## src/rtl/decoder_sweep_unit.sv

```systemverilog
// Registered N-to-2^N decoder with 138-style enables, minterm-OR function output
// and a built-in sweeper that captures F for every select code and checks it.
module decoder_sweep_unit #(
  parameter int                   N        = 3,
  parameter int                   HOLD     = 50,
  parameter logic [(1<<N)-1:0]    MINTERMS = 'b1001_0110
) (
  input  logic                clk,
  input  logic                rst,
  input  logic                start,
  input  logic [N-1:0]        ext_sel,
  input  logic                g1,
  input  logic                g2a_n,
  input  logic                g2b_n,
  output logic [N-1:0]        sel,
  output logic [(1<<N)-1:0]   dec_n,
  output logic                f,
  output logic                busy,
  output logic                done,
  output logic [(1<<N)-1:0]   result,
  output logic                pass
);
  localparam int M  = 1 << N;
  localparam int CW = (HOLD > 2) ? $clog2(HOLD) : 1;

  typedef enum logic [1:0] {IDLE, SWEEP, DONE} state_t;

  state_t          state_q, state_d;
  logic [N-1:0]    sel_q, sel_d;
  logic [M-1:0]    dec_n_q, dec_n_d;
  logic            f_q, f_d;
  logic [M-1:0]    result_q, result_d;
  logic            pass_q, pass_d;
  logic [CW-1:0]   cnt_q, cnt_d;
  logic            en;

  always_comb begin
    en       = g1 & ~g2a_n & ~g2b_n;
    dec_n_d  = en ? ~(M'(1) << sel_q) : '1;
    f_d      = en & MINTERMS[sel_q];
    state_d  = state_q;
    sel_d    = sel_q;
    cnt_d    = cnt_q;
    result_d = result_q;
    pass_d   = pass_q;
    case (state_q)
      IDLE, DONE: begin
        sel_d = ext_sel;
        if (start) begin
          state_d  = SWEEP;
          sel_d    = '0;
          cnt_d    = '0;
          result_d = '0;
          pass_d   = 1'b0;
        end
      end
      SWEEP: begin
        if (cnt_q == CW'(HOLD - 1)) begin
          cnt_d           = '0;
          // f_q has settled for sel_q since HOLD >= 2
          result_d[sel_q] = f_q;
          if (sel_q != N'(M - 1)) begin
            sel_d = sel_q + 1'b1;
          end else begin
            state_d = DONE;
            pass_d  = (result_d == MINTERMS);
          end
        end else begin
          cnt_d = cnt_q + 1'b1;
        end
      end
      default: state_d = IDLE;
    endcase
  end

  always_ff @(posedge clk) begin
    if (rst) begin
      state_q  <= IDLE;
      sel_q    <= '0;
      dec_n_q  <= '1;
      f_q      <= 1'b0;
      result_q <= '0;
      pass_q   <= 1'b0;
      cnt_q    <= '0;
    end else begin
      state_q  <= state_d;
      sel_q    <= sel_d;
      dec_n_q  <= dec_n_d;
      f_q      <= f_d;
      result_q <= result_d;
      pass_q   <= pass_d;
      cnt_q    <= cnt_d;
    end
  end

  assign sel    = sel_q;
  assign dec_n  = dec_n_q;
  assign f      = f_q;
  assign busy   = (state_q == SWEEP);
  assign done   = (state_q == DONE);
  assign result = result_q;
  assign pass   = pass_q;
endmodule

```

## config.mk

```make
export PLATFORM = sky130hd
export DESIGN_NAME = decoder_sweep_unit
export DESIGN_NICKNAME = d
export VERILOG_FILES = /design/src/rtl/decoder_sweep_unit.sv
export SDC_FILE = /design/constraint.sdc
export NUM_CORES = 1
export LEC_CHECK = 0
export ABC_AREA = 1
export CAP_MARGIN = 20
export CORE_ASPECT_RATIO = 1.25
export CORE_MARGIN = 8
export CORE_UTILIZATION = 30
export CTS_CLUSTER_SIZE = 10
export DETAILED_ROUTE_END_ITERATION = 8
export SYNTH_ARGS = -nofsm -noshare
export SYNTH_HDL_FRONTEND = slang
export SYNTH_SLANG_ARGS = --single-unit
export TNS_END_PERCENT = 30
```

## constraint.sdc

```tcl
create_clock -name clk -period 2.4 [get_ports clk]
set_clock_uncertainty 0.15 [all_clocks]
set_input_delay 0.48 -clock clk [delete_from_list [all_inputs] [get_ports clk]]
set_output_delay 0.48 -clock clk [all_outputs]
set_load 0.02 [all_outputs]
```

==> impl_metrics.toml <==
[sta]
finalSetupViolCount = 0
slew_headroom_pct = 68.0
finalHoldViolCount = 0
max_freq_mhz = 436
fin_tns_setup_ns = 0
fin_crit_ns = 2.29
slew_violations = 0
period_share_pct = 95.6
tightest_slew_ns = 0.477
fin_ws_ns = 0.106
grt_setup_unrepaired = "no"

[detailed_routing]
via_per_inst = 4.70
drtPass1Iterations = 4
wl_per_cell_um = 12.0
drcViolationCount = 0
drtAntennaViolNets = 0
wl_um = 3790
vias = 1479
drt_iter0_drc = 105

[die]
die-area_mm2 = 0.00791
ioPinCount = 32
die-width_um = 81.1
core-area_mm2 = 0.00512
die_h_um = 97.4
initial_utilization_pct = 31.1
rows = 29

[logic_synthesis]
synthCells = 216
yosysWarningCount = 0
ys_types = 33
yosysMostFrequentCell = "nand2_1"
synthTopCellsByArea = "dfxtp_1 38%, nand2_1 11%, nand3_1 8.8%"
synth_ff_type = "dfxtp_1"
synth_seq_cells = 30
ys_seq_area_share_pct = 37.7
synth_top_area_share_pct = 37.7
async_flop_share_pct = 0
syn_avg_cell_area_um2 = 7.37
syn_nets = 233
yosys-top-cells-count = "47 x nand2_1, 30 x dfxtp_1, 28 x nand3_1, 21 x inv_1, 17 x nor2_1"
synth_area_mm2 = 0.00159
synth_edf_count = 0
synth_top_area_cell = "dfxtp_1"

[worst_setup_path]
start_kind = "register"
worstRegToRegCells = 11
crit_type = "reg2out"
worst-path-buf-inv = 2
path_cells = "inv_2 -> nor2_8 -> clkdlybuf4s50_1"
worstPathRequired_ns = 1.77
r2r_start = "sel[0]$_SDFFE_PP0N_"
crit_arrival_ns = 1.66
critPathCaptureType = "primary output"
cpMaxStageDelayCell = "clkdlybuf4s50_1"
max_stage_delay_ns = 0.64
critPathTopFamily = "buffers and inverters"
cp_max_fo = 9
rrSetupSlack_ns = 0.38

[grt]
grt_max_degree = 16
first_global_vias = 1397
grt_pass1_wl_um = 6440
grt_overflow_total = 0
grt_use_total_pct = 10.3
antenna_found_initial = 0

[status]
status = "completed"

[finish]
fillCellCount = 530
multi_input_area_um2 = 858
syn_to_final_growth_pct = 30.3
num_antenna_cells = 0
nNetsFinal = 269
seq_area_um2 = 601
drive_gt1_share_pct = 11.9

[clock_network]
clk_latency_ns = 0.28
clockRootBuffer = "clkbuf_8"
htreeDepth = 2
clk_path_buf_depth = 2
cts_resized = 0
post_cts.repair.setup_buffers = 0
cts_tree = "done"
numCtsBuffers = 5
clock-sinks = 30
hold_buffers = 0
path_clk_slew_ns = 0.06

[placement]
gp_congestion = 0.851
place_ws_ns = 0.361
io_buffers = 31
dp_hpwl_um = 2950

[power_and_ir_drop]
p_leak_nw = 0.868
ir_worst_vdd_v = 0.000247
power_density_mw_per_mm2 = 751

[hold_path]
hold_path.class = "reg2reg"
hold_end = "f$_SDFF_PP0_"
holdPathStages = 1

[run]
maxCapViolCount = 0
## placed cells by master, fill, tap and decap left out, types with 4 or more instances in the layout
master,n
ha_1,8
inv_1,21
nand2_1,47
clkdlybuf4s50_1,31
dfxtp_1,30
nand2_2,5
o21ai_0,13
o21ai_1,4
a21oi_1,12
clkbuf_8,8
nand3_1,28
nor2_1,17
## worst reg2reg max path, delay by kind of cell (launching register included)
family	cells	cell delay, ns
adders and majority gates	1	0.34
DFF	1	0.56
and+or+nand+nor	7	0.55
buffers and inverters	3	0.33
## routing by layer
layer	vias up	part of all wire, %	track usage [%]	wire, um
met5	-	0	0	0
met4	0	2.2	5.93	82
met3	9	5.1	2.22	193
met2	32	49	17.1	1850
met1	654	44	11.6	1660
li1	784	-	-	-
## per-stage QoR
step                total power [W]  area (um^2)  hold slack, ns  instances  util, %
finish                      0.00156         2070           0.313        315     40.5
global route                0.00167         2070           0.337        315     40.5
CTS                         0.00158         2070           0.317        315     40.5
detailed placement          0.00110         1960           0.303        307     38.4
global placement            0.00110         1960           0.290        307     38.4
floorplan                  0.000941         1590           0.262        216        -
## registers in the layout (all words and copies together), names as in the netlist, named ones only
signal / count
dec_n: 8
result: 8
cnt_q: 6
sel: 3
state_q: 2
f: 1
pass: 1
## power by group
| group | total, W | internal (W) | switching, W |
|---|---|---|---|
| registers | 0.000609 | 0.000544 | 0.0000651 |
| logic | 0.000470 | 0.000186 | 0.000283 |
| clock network | 0.000478 | 0.000289 | 0.000189 |
| total | 0.00156 | 0.00102 | 0.000537 |
## layout make-up
class / count / share of cell area [%]
Clock buffer: 8 / 5.31
Inverter: 25 / 4.53
Multi-Input combinational cell: 156 / 41.4
Sequential cell: 30 / 29.0
Tap cell: 62 / 3.74
Timing Repair Buffer: 34 / 16.1
## kinds of logic (layout without fill, tap and decap cells)
group                    after synthesis  count (layout)  synth area share [%]
AO/OA/AOI/OAI                         37              37                  13.5
XOR/XNOR                               1               1                 0.550
adder cells (fa/ha/maj)                8               8                  6.29
buffers and inverters                 30              67                  8.33
flip-flops                            30              30                  37.7
AND/OR/NAND/NOR                      110             110                  33.6
## worst max-delay path by stage
stage	cells past startpoint	from	endpoint
final	3	state_q[0]$_SDFFE_PP0P_	busy
after CTS	3	state_q[0]$_SDFFE_PP0P_	busy
after floorplan	11	sel[0]$_SDFFE_PP0N_	register
after detailed placement	5	rst	dec_n[6]$_SDFF_PP1_
after global placement	11	sel[0]$_SDFFE_PP0N_	register
after global routing	3	state_q[0]$_SDFFE_PP0P_	busy
Power figures use the tool's default switching activity.
